[src/rtl/dsm_multibit_cifb.sv]
// dsm_multibit_cifb: multi-bit CIFB delta-sigma modulator, ORDER integrators, LEVELS-level quantizer; DSM_DITHER_EN adds LFSR dither.
// Latency: one tick per RUN cycle, out_code registered so the DAC feedback lags one tick.
// Backpressure: one-entry pending register, in_ready = !pending_valid; a starved OSR wrap repeats hold and flags underrun.
module dsm_multibit_cifb #(
  parameter int W         = 24,
  parameter int ORDER     = 2,
  parameter int LEVELS    = 3,
  parameter int OSR       = 16,
  parameter int OVF_LIMIT = 8
) (
  input  logic         clock,
  input  logic         reset,
  input  logic         en,
  input  logic [W-1:0] in_data,
  input  logic         in_valid,
  output logic         in_ready,
  output logic [4:0]   out_code,
  output logic         out_valid,
  output logic         ovf_flag,
  output logic         unf_flag,
  input  logic         clr_flags
);

  localparam int M  = (LEVELS - 1) / 2;
  localparam int LM = $clog2(M);
  localparam int SW = W + 2;
  localparam int XW = W + 4;
  localparam int SH = W - 2 - LM;
  localparam int CW = $clog2(OSR);
  localparam int NW = $clog2(OVF_LIMIT + 1);

  localparam logic signed [XW-1:0] SMAX = {3'b000, {(W+1){1'b1}}};
  localparam logic signed [XW-1:0] SMIN = -SMAX;
  localparam logic signed [XW-1:0] RND  = XW'(1) <<< (W - 3 - LM);
  localparam logic signed [XW-1:0] QMAX = XW'(M);
  localparam logic signed [XW-1:0] QMIN = -QMAX;
  localparam logic [CW-1:0] OSR_LAST = CW'(OSR - 1);
  localparam logic [NW-1:0] SAT_LIM  = NW'(OVF_LIMIT);

  typedef enum logic [1:0] {IDLE, RUN, CLEAR} state_t;

  state_t                 state_q, state_nxt;
  logic signed [W-1:0]    pend_q, hold_q;
  logic                   pend_vld;
  logic [CW-1:0]          osr_cnt;
  logic [NW-1:0]          sat_cnt, sat_cnt_nxt;
  logic signed [SW-1:0]   s_q   [ORDER];
  logic signed [SW-1:0]   s_nxt [ORDER];
  logic signed [XW-1:0]   stage_in [ORDER];
  logic signed [XW-1:0]   v_x, acc, qx, q_sh, dither;
  logic signed [4:0]      code_q, code_nxt;
  logic                   clamp_any, tick, wrap, start, consume, accept;

  assign in_ready  = ~pend_vld;
  assign out_code  = code_q;
  assign tick      = (state_q == RUN) && en;
  assign wrap      = (osr_cnt == OSR_LAST);
  assign start     = (state_q == IDLE) && en && pend_vld;
  assign consume   = start || (tick && wrap && pend_vld);
  assign accept    = in_valid && ~pend_vld;

`ifdef DSM_DITHER_EN
  localparam logic signed [XW-1:0] DAMP = XW'(1) <<< (W - 5 - LM);
  logic [15:0] lfsr_q;
  logic        lfsr_fb;

  // x^16 + x^14 + x^13 + x^11 + 1, shifting toward bit 0
  assign lfsr_fb = lfsr_q[0] ^ lfsr_q[2] ^ lfsr_q[3] ^ lfsr_q[5];
  assign dither  = lfsr_q[0] ? DAMP : -DAMP;

  always_ff @(posedge clock) begin
    if (reset) begin
      lfsr_q <= 16'hACE1;
    end else if (tick) begin
      lfsr_q <= {lfsr_fb, lfsr_q[15:1]};
    end
  end
`else
  assign dither = '0;
`endif

  always_comb begin
    acc       = '0;
    clamp_any = 1'b0;
    v_x       = XW'(code_q) <<< SH;
    stage_in[0] = XW'(hold_q);
    for (int k = 1; k < ORDER; k++) begin
      stage_in[k] = XW'(s_q[k-1] >>> 1);
    end
    for (int k = 0; k < ORDER; k++) begin
      acc = XW'(s_q[k]) + stage_in[k] - v_x;
      if (acc > SMAX) begin
        s_nxt[k]  = SW'(SMAX);
        clamp_any = 1'b1;
      end else if (acc < SMIN) begin
        s_nxt[k]  = SW'(SMIN);
        clamp_any = 1'b1;
      end else begin
        s_nxt[k]  = SW'(acc);
      end
    end
    // Quantizer sees the freshly updated last integrator, not the registered one
    qx   = XW'(s_nxt[ORDER-1]) + RND + dither;
    q_sh = qx >>> SH;
    if (q_sh > QMAX) begin
      code_nxt = 5'(QMAX);
    end else if (q_sh < QMIN) begin
      code_nxt = 5'(QMIN);
    end else begin
      code_nxt = 5'(q_sh);
    end
    sat_cnt_nxt = clamp_any ? sat_cnt + NW'(1) : '0;
  end

  always_comb begin
    state_nxt = state_q;
    unique case (state_q)
      IDLE:  if (en && pend_vld) state_nxt = RUN;
      RUN: begin
        if (!en)                         state_nxt = IDLE;
        else if (sat_cnt_nxt >= SAT_LIM) state_nxt = CLEAR;
      end
      CLEAR: state_nxt = en ? RUN : IDLE;
      default: state_nxt = IDLE;
    endcase
  end

  always_ff @(posedge clock) begin
    if (reset) begin
      state_q <= IDLE;
    end else begin
      state_q <= state_nxt;
    end
  end

  always_ff @(posedge clock) begin
    if (reset) begin
      pend_q    <= '0;
      pend_vld  <= 1'b0;
      hold_q    <= '0;
      osr_cnt   <= '0;
      sat_cnt   <= '0;
      code_q    <= '0;
      out_valid <= 1'b0;
      ovf_flag  <= 1'b0;
      unf_flag  <= 1'b0;
      for (int k = 0; k < ORDER; k++) s_q[k] <= '0;
    end else begin
      if (accept) begin
        pend_q   <= in_data;
        pend_vld <= 1'b1;
      end else if (consume) begin
        pend_vld <= 1'b0;
      end
      if (consume) hold_q <= pend_q;

      if (start) begin
        osr_cnt <= '0;
      end else if (tick) begin
        osr_cnt <= wrap ? '0 : osr_cnt + CW'(1);
      end

      // Every non-tick cycle (IDLE, CLEAR, en dropped) leaves the loop at rest
      if (tick) begin
        for (int k = 0; k < ORDER; k++) s_q[k] <= s_nxt[k];
        code_q    <= code_nxt;
        out_valid <= 1'b1;
        sat_cnt   <= sat_cnt_nxt;
      end else begin
        for (int k = 0; k < ORDER; k++) s_q[k] <= '0;
        code_q    <= '0;
        out_valid <= 1'b0;
        sat_cnt   <= '0;
      end

      ovf_flag <= (state_q == CLEAR) | (ovf_flag & ~clr_flags);
      unf_flag <= (tick & wrap & ~pend_vld) | (unf_flag & ~clr_flags);
    end
  end

endmodule

[config.mk]
export PLATFORM = sky130hd
export DESIGN_NAME = dsm_multibit_cifb
export DESIGN_NICKNAME = d
export VERILOG_FILES = /design/src/rtl/dsm_multibit_cifb.sv
export SDC_FILE = /design/constraint.sdc
export NUM_CORES = 1
export LEC_CHECK = 0
export CAP_MARGIN = 5
export CORE_UTILIZATION = 62
export CTS_BUF_LIST = sky130_fd_sc_hd__clkbuf_4
export DETAILED_ROUTE_END_ITERATION = 8
export DONT_BUFFER_PORTS = 1
export MAX_ROUTING_LAYER = met4
export PLACE_DENSITY = 0.78
export REMOVE_ABC_BUFFERS = 1
export SLEW_MARGIN = 20
export SYNTH_ARGS = -nofsm -noshare
export SYNTH_HDL_FRONTEND = slang
export SYNTH_SLANG_ARGS = --single-unit
[constraint.sdc]
create_clock -name clock -period 5.33 [get_ports clock]
set_input_delay 1.3325 -clock clock [delete_from_list [all_inputs] [get_ports clock]]
set_output_delay 1.3325 -clock clock [all_outputs]
set_load 0.01 [all_outputs]
## Word level (Yosys, flattened, before mapping)

Memory sizes are Yosys's and may differ from the RTL's.
Index checks and enable logic that the tools add are counted.

| cells by class | value |
|---|---|
| reduce and logical (&&, ||, !) cells | 14 |
| bitwise operators | 13 |
| $add $sub $neg | 7 |
| muxes and demuxes | 31 |
| equal/unequal tests | 5 |
| order comparisons | 7 |

Operator list:

| kind | count |
|---|---|
| two-way mux 26 bit | 8 |
| > comparator 28 x 26 -> 1 bit (second input constant) | 2 |
| < comparator 28 x 26 -> 1 bit (second input constant) | 2 |
| subtractor 27 x 27 -> 28 bit | 2 |
| adder 26 x 23 -> 27 bit (second input constant) | 1 |
| adder 26 x 24 -> 27 bit | 1 |
| adder 26 x 25 -> 27 bit | 1 |
| two-way mux 1 bit | 16 |
| adder 4 x 1 -> 4 bit (second input constant) | 2 |
| two-way mux 4 bit | 2 |
| logical AND 1 bit | 7 |
| two-way mux 2 bit | 3 |
| bitwise OR 1 bit | 6 |
| one-hot mux 2 bit (3 select lines) | 1 |
| > comparator 5 x 2 -> 1 bit (second input constant) | 1 |
| < comparator 5 x 1 -> 1 bit (second input constant) | 1 |
| two-way mux 5 bit | 1 |
| AND 1 bit | 4 |
| == test 4 bit (second input constant) | 1 |
| greater-or-equal comparator 4 bit (second input constant) | 1 |
| OR reduction 2 bit | 2 |
| != test 3 x 2 -> 1 bit (second input constant) | 1 |
| NOT 1 bit | 3 |
| OR reduction 3 bit | 1 |
| 7 further kinds | 7 |

| storage, ports and cells | value |
|---|---|
| memories | 1 |
| logic and storage cells | 89 |
| output and inout port bits | 9 |
| memory bits (writable) | 52 |
| input bits | 29 |
| flip-flop bits (word level) | 67 |

Memory list:

| memory | words | width | rd ports | clocked after Yosys merged registers in | write ports | line | source |
|---|---|---|---|---|---|---|---|
| s_q | 2 | 26 | 2 | 0 | 2 | 47 | `logic signed [SW-1:0] s_q [ORDER];` |

## Depth between registers and ports, before layout

Gate-level depths: netlist (run 1).
An unclocked memory read counts as a cell.

| depth | value |
|---|---|
| depth after elaboration | 13 |
| depth in mapped cells | 22 |
| depth with buffers taken out | 20 |

## Least setup slack after synthesis (run 1)

Ideal clock, no wire load.

| path | value |
|---|---|
| kind | reg2reg |
| start point | memory s_q[0][25] in the netlist's numbering |
| end point | register code_q[0], in the netlist out_code[0] |
| stages on the path, launching flop included | 19 |
| path slack | 0.780 ns |
| arrival time | 4.430 ns |
| buffers on the path | 2 |
| setup time | 0.120 ns |
| required time | 5.210 ns |
| clock period less this slack | 4.550 ns |
| path through | edfxtp_1 -> inv_1 -> fa_1 -> inv_1 -> ha_1 -> and2_1 -> clkbuf_1 -> nand3_1 -> or4b_1 -> nand2_2 -> nand2_1 -> buf_2 -> nand2_1 -> nand2_1 -> ha_1 -> xnor2_1 -> or4_1 -> ha_1 -> o31a_1 |

RTL lines:

| element | line | source |
|---|---|---|
| start: declaration | 47 |  |
| end signal: assignment | 166 | `code_q <= code_nxt;` |
| end: declaration | 51 | `logic signed [4:0] code_q, code_nxt;` |

==> results of run 1 <==
-- flip-flops by register name (all words and copies together), names as in the netlist --
signal,count
hold_q,24
osr_cnt,4
out_code,5
out_valid,1
ovf_flag,1
pend_q,24
pend_vld,1
s_q,52
sat_cnt,4
state_q,2
unf_flag,1
-- routing by layer --
layer	wire length, um	vias to the layer above	track usage, %
met5	0	-	-
met4	459	0	9.07
met3	1200	31	5.61
met2	10900	231	51.4
met1	11200	4017	41.3
li1	-	4389	-
-- worst reg2reg max path: cells and delay by family, from the launching register on --
kind,cells,cell delay [ns]
xor+xnor,1,0.16
compound gates,6,1.54
simple gates,5,1.05
buf+inv,1,0.04
fa+ha+maj,4,1.49
flops,1,0.40
-- final cells by class --
| cell class | count | area [um^2] |
|---|---|---|
| clock buffer | 17 | 128 |
| sequential | 119 | 2900 |
| tap | 211 | 264 |
| multi-input combinational | 951 | 6120 |
| timing repair buffer | 7 | 52.6 |
| fill | 1387 | 4950 |
| inverter | 202 | 758 |
| clock inverter | 15 | 138 |
| antenna | 1 | 2.50 |
-- power by group through the flow --
| stage | combinational [uW] | sequential [uW] | clock (uW) |
|---|---|---|---|
| after floorplan | 796 | 1020 | 0 |
| after global placement | 1050 | 1020 | 0 |
| after detailed placement | 1050 | 1020 | 0 |
| after CTS | 1060 | 1000 | 654 |
| after global routing | 1200 | 1010 | 693 |
| final | 1080 | 1000 | 640 |
-- synthesized netlist by cell type (all sizes together) (11+ instances only) --
cell type / count / area, um^2
a211oi: 15 / 123
a21o: 17 / 129
a21oi: 134 / 674
and2: 13 / 81.3
clkbuf: 36 / 135
dfxtp: 67 / 1340
edfxtp: 52 / 1560
ha: 100 / 1250
inv: 202 / 758
nand2: 172 / 648
nand2b: 12 / 75.1
nand3: 24 / 125
nand4: 19 / 119
nor2: 86 / 325
nor3: 20 / 100
nor4: 11 / 75.1
o21a: 17 / 128
o21ai: 76 / 392
xnor2: 24 / 229
xor2: 13 / 114
-- worst paths after layout --
kind | start | to | slack (ns)
setup / recovery | out_code[0]$_SDFF_PN0_ | out_code[0]$_SDFF_PN0_ | 0.54
hold reg to reg | pend_q[22]$_SDFFE_PP0P_ | hold_q[22]$_SDFFE_PP0P_ | 0.45
setup reg to reg | out_code[0]$_SDFF_PN0_ | out_code[0]$_SDFF_PN0_ | 0.54
hold / removal | pend_q[22]$_SDFFE_PP0P_ | hold_q[22]$_SDFFE_PP0P_ | 0.45
-- logic make-up (layout without fill, tap and decap cells) --
group / count (synthesis) / count (layout) / share of synthesized area (%)
muxes: 4 / 4 / 0.409
other: 1 / 53 / 0.0383
DFF: 119 / 119 / 29.7
adders and majority gates: 110 / 110 / 14.8
xor gates and xnor gates: 37 / 37 / 3.51
AOI/OAI and AO/OA: 344 / 344 / 22.4
buffers and inverters: 247 / 241 / 9.75
and+or+nand+nor: 404 / 404 / 19.4
-- per-stage QoR --
stage / hold slack [ns] / power, uW / setup WS, ns / utilization [%]
after CTS: 0.457 / 2710 / 0.555 / 67.6
after global placement: 0.434 / 2070 / 0.632 / 65.9
after global routing: 0.470 / 2900 / 0.172 / 67.7
after detailed placement: 0.438 / 2070 / 0.553 / 65.9
final: 0.451 / 2720 / 0.536 / 67.7
after floorplan: 0.426 / 1810 / 0.843 / -
==> run summary, run 1 <==
RePlAce Congestion: 0.958
All-Layer GR Usage: 31.9%
Final Setup Violations: 0
Vias in the first global route: 8,226
Area Growth Syn to Fin: 5.94%
Core Footprint: 15,300 um^2
Worst Skew: 0.0237 ns
Share of layout cells above drive strength 1: 4.65%
Synth Cell Area: 9780 um^2
Commonest non-fill, non-tap cell in the layout: inv_1
Post-route minimum period: 4.79 ns
Total gr overflow: 0
Port Buffer Count: 0
Vias/cell: 5.69
Clock insertion delay at the later pin of the skew report: 0.56 ns
Worst hold path depth: 2
Hold Path Class: flop to flop
Leakage: 0.00454 uW
Sequential share of the synthesized area: 29.7%
Crit-path max FO: 9
Pint: 1610 uW
Root buf cell: clkbuf_4
DRT Pass-1 Iters: 5
Fin cells: 1,523
DRC: 0
FF-to-FF path depth: 17
Peak supply drop: 0.283 mV
Yosys warnings: 0
Cts repair resizes: 0
WL per Instance: 15.6 um
Htree depth: 4
CP Data Required Time: 5.77 ns
Crit-path cells: fa_1 > inv_1 > ha_1 > a21oi_1 > o21ai_0 > a21oi_1 > o22a_1 > o2111ai_1 > nand2_2 > nand2_1 > nand2_1 > nand2_1 > ha_1 > xnor2_1 > or4_1 > ha_1 > o31a_1
TritonCTS clock tree: done
CTS buffer count: 17
Clock share of power: 23.5%
PwrDens: 262 nW/um^2
Die H: 128 um
Core Rows: 45
Async set-reset flop share out of synthesis: 0%
Crit-path max cell delay: 0.55 ns
Gate power share: 39.6%
Main flop type after synthesis: dfxtp_1
Post-CTS setup buffers: 0
Die X: 128 um
Placement Cell Area: 10,100 um^2
Crit path DAT: 5.23 ns
Slowest CP cell: fa_1
Largest net degree at the start of global routing: 55
Synthesized instance count: 1,266
DP Wirelength: 19.1 mm
# nets final: 1,437
Critical Path End Type: flop
Buf+Inv Stages, Crit Path: 1
Antenna viol nets, final: 0
Setup TNS: 0 ns
Worst slew pin tran: 0.830 ns
Max Fclk: 209 MHz
Fin area: 10,400 um^2
Dpl cells: 1,490
Initial Util: 63.9%
Status: completed
Number of synthesized flops with an enable pin: 52
Clk slew on worst S/H paths: 0.12 ns
Sw Ratio: 40.7%
CP Class: flop to flop
Reg power frac: 36.8%
CP delay by family, top: compound AO/OA/AOI/OAI gates
Slew margin rel.: 44.5%
Seq cells post-synth: 119
Psw: 1110 uW
Cell count along the critical path: 17
Final wirelength: 23.7 mm
Hold-fix buffers, CTS: 0
Fin crit share: 89.9%
Commonest cells after routing, fill and taps aside: 202 x inv_1, 171 x nand2_1, 133 x a21oi_1
Max-cap violations: 0
Global-route wire length before repair: 39.6 mm
DRT iter0 DRCs: 754
DR vias: 8,668
Fin. max-slew vios: 0
CTS sink cnt: 119
RSZ-0062 raised after global routing: false
Worst setup SP type: flop
Die area: 16,300 um^2
Synth cell types: 84
Longest Clk Path Bufs: 2
Synth Area per Inst: 7.73 um^2
Hold Fails Final Rpt: 0
Initial antenna violation count: 1
IO Pins: 38
Note: power is estimated with default switching activity, not from simulation.
==> run 2, diff against run 1 <==
CORE_MARGIN = 10   (was not set)
==> run 2 against run 1 <==
Clock power rose by 2%. Via count is 0.59% higher. Hold slack lost 0.0026 ns. Die area rose by 30%. Critical endpoint unchanged.
==> run summary, run 2 (same netlist as run 1, synthesis figures left out) <==
Largest registers: s_q (52), hold_q (24), pend_q (24) (unchanged)
Pint: 1620 uW (was 1610 uW)
DRT Pass-1 Iters: 5 (unchanged)
DRC: 0 (unchanged)
Leakage: 0.00453 uW (was 0.00454 uW)
# nets final: 1,436 (was 1,437)
Largest net degree at the start of global routing: 55 (unchanged)
Clock share of power: 23.9% (was 23.5%)
Final wirelength: 24.3 mm (was 23.7 mm)
Hold Fails Final Rpt: 0 (unchanged)
Critical Path End Type: flop (unchanged)
Clock insertion delay at the later pin of the skew report: 0.58 ns (was 0.56 ns)
CTS sink cnt: 119 (unchanged)
Max Fclk: 208 MHz (was 209 MHz)
Slowest CP cell: fa_1 (unchanged)
Slew margin rel.: 39.9% (was 44.5%)
PwrDens: 264 nW/um^2 (was 262 nW/um^2)
Setup TNS: 0 ns (unchanged)
Peak supply drop: 0.224 mV (was 0.283 mV)
Area Growth Syn to Fin: 5.99% (was 5.94%)
Commonest non-fill, non-tap cell in the layout: inv_1 (unchanged)
Total gr overflow: 0 (unchanged)
Fin crit share: 90.4% (was 89.9%)
Antenna viol nets, final: 0 (unchanged)
Fin util: 67.7% (about the same)
RePlAce Congestion: 0.977 (was 0.958)
Worst slew pin tran: 0.898 ns (was 0.830 ns)
Hold-fix buffers, CTS: 0 (unchanged)
IO Pins: 38 (unchanged)
Post-route minimum period: 4.82 ns (was 4.79 ns)
CTS buffer count: 17 (unchanged)
Root buf cell: clkbuf_4 (unchanged)
Share of layout cells above drive strength 1: 4.73% (was 4.65%)
Port Buffer Count: 0 (unchanged)
Crit path DAT: 5.28 ns (was 5.23 ns)
Die area: 21,200 um^2 (was 16,300 um^2)
RSZ-0062 raised after global routing: false (unchanged)
Reg power frac: 36.6% (was 36.8%)
Commonest cells after routing, fill and taps aside: 202 x inv_1, 171 x nand2_1, 133 x a21oi_1 (unchanged)
Core Footprint: 15,300 um^2 (unchanged)
Cts repair resizes: 0 (unchanged)
Worst setup SP type: flop (unchanged)
Number of flip-flops in the largest register: 52 (unchanged)
Vias/cell: 5.73 (was 5.69)
Buf+Inv Stages, Crit Path: 1 (unchanged)
Most used cell, CP: nand2_1
Largest Register: s_q (unchanged)
TritonCTS clock tree: done (unchanged)
Initial Util: 63.9% (unchanged)
WL per Instance: 15.9 um (was 15.6 um)
Hold Path Class: flop to flop (unchanged)
Fin. max-slew vios: 0 (unchanged)
CP delay by family, top: simple AND/OR/NAND/NOR gates (was compound AO/OA/AOI/OAI gates)
Crit-path max cell delay: 0.55 ns (about the same)
Crit-path cells: fa_1 > inv_1 > ha_1 > nand2_1 > nor3_1 > nand3_1 > a31o_2 > a211oi_2 > nand3_1 > nand2_1 > nand2_1 > nand2_1 > ha_1 > xnor2_1 > or4_1 > ha_1 > o31a_1 (was fa_1 > inv_1 > ha_1 > a21oi_1 > o21ai_0 > a21oi_1 > o22a_1 > o2111ai_1 > nand2_2 > nand2_1 > nand2_1 > nand2_1 > ha_1 > xnor2_1 > or4_1 > ha_1 > o31a_1)
Crit-path max FO: 6 (was 9)
Core Rows: 45 (unchanged)
Die X: 146 um (was 128 um)
Sw Ratio: 40.9% (was 40.7%)
Psw: 1120 uW (was 1110 uW)
Min Hold Slack: 0.449 ns (was 0.451 ns)
Final Setup Violations: 0 (unchanged)
All-Layer GR Usage: 23.4% (was 31.9%)
Setup WS post-layout: 0.513 ns (was 0.536 ns)
Initial antenna violation count: 1 (unchanged)
Status: completed (unchanged)
Clk slew on worst S/H paths: 0.13 ns (was 0.12 ns)
CP Class: flop to flop (unchanged)
DP Wirelength: 19.4 mm (was 19.1 mm)
DRT iter0 DRCs: 696 (was 754)
DR vias: 8,719 (was 8,668)
Die H: 146 um (was 128 um)
CP Data Required Time: 5.80 ns (was 5.77 ns)
Pre-CTS setup slack: 0.545 ns (was 0.553 ns)
Max-cap violations: 0 (unchanged)
Longest Clk Path Bufs: 2 (unchanged)
Global-route wire length before repair: 40.1 mm (was 39.6 mm)
Htree depth: 4 (unchanged)
Worst Skew: 0.0200 ns (was 0.0237 ns)
Vias in the first global route: 8,218 (was 8,226)
Post-CTS setup buffers: 0 (unchanged)
Gate power share: 39.5% (was 39.6%)
## run 2: cell count changes in the layout (fill, tap and decap cells not counted)
| cell | previous run | this run |
|---|---|---|
| inv_4 | 3 | 1 |
| nor2b_2 | 0 | 1 |
| inv_8 | 0 | 1 |
| clkinv_1 | 1 | 0 |
| clkinv_4 | 0 | 3 |
| buf_4 | 7 | 6 |
| clkbuf_4 | 17 | 18 |
| inv_6 | 8 | 5 |
| nor2b_1 | 7 | 6 |
| clkinvlp_4 | 2 | 3 |
## run 2: layer usage
layer	vias to the layer above	track usage, %	share of wire [%]
li1	4391	-	-
met1	4028	29.6	45
met2	257	36.7	46
met3	43	4.50	6.2
met4	0	8.49	2.6
met5	-	-	0
## run 2: final cells by class
cell class | count | area, um^2
multi-input cells | 951 | 6120
fillers | 1400 | 4950
flip-flops and latches | 119 | 2900
inverters | 202 | 758
well taps | 211 | 264
clock inverters | 14 | 140
clock buffers | 18 | 135
repair buffers | 6 | 45.0
diodes | 1 | 2.50
## run 2: per-stage QoR
stage	cells	total power, uW	instance area [um^2]
2_1_floorplan	1272	1810	9780
3_3_place_gp	1489	2060	10100
5_1_grt	1522	2910	10400
6_report	1522	2730	10400
4_1_cts	1521	2730	10400
3_5_place_dp	1489	2070	10100
## run 2: worst paths after layout
path	endpoint	slack, ns	depth (start not counted)	from
max	out_code[0]$_SDFF_PN0_	0.51	17	out_code[0]$_SDFF_PN0_
min	hold_q[10]$_SDFFE_PP0P_	0.45	2	pend_q[10]$_SDFFE_PP0P_
max reg2reg	out_code[0]$_SDFF_PN0_	0.51	17	out_code[0]$_SDFF_PN0_
min reg2reg	hold_q[10]$_SDFFE_PP0P_	0.45	2	pend_q[10]$_SDFFE_PP0P_
## run 2: power by group through the flow
stage / clock [uW] / combinational, uW / sequential [uW]
2_1_floorplan: 0 / 796 / 1020
3_3_place_gp: 0 / 1040 / 1020
3_5_place_dp: 0 / 1050 / 1020
4_1_cts: 665 / 1060 / 1000
5_1_grt: 705 / 1200 / 1000
6_report: 654 / 1080 / 1000
## run 2: tightest hold or removal path: stages, from the launching register on
cell	delay, ns
dfxtp_1	0.33
nand2_1	0.05
a21oi_1	0.05
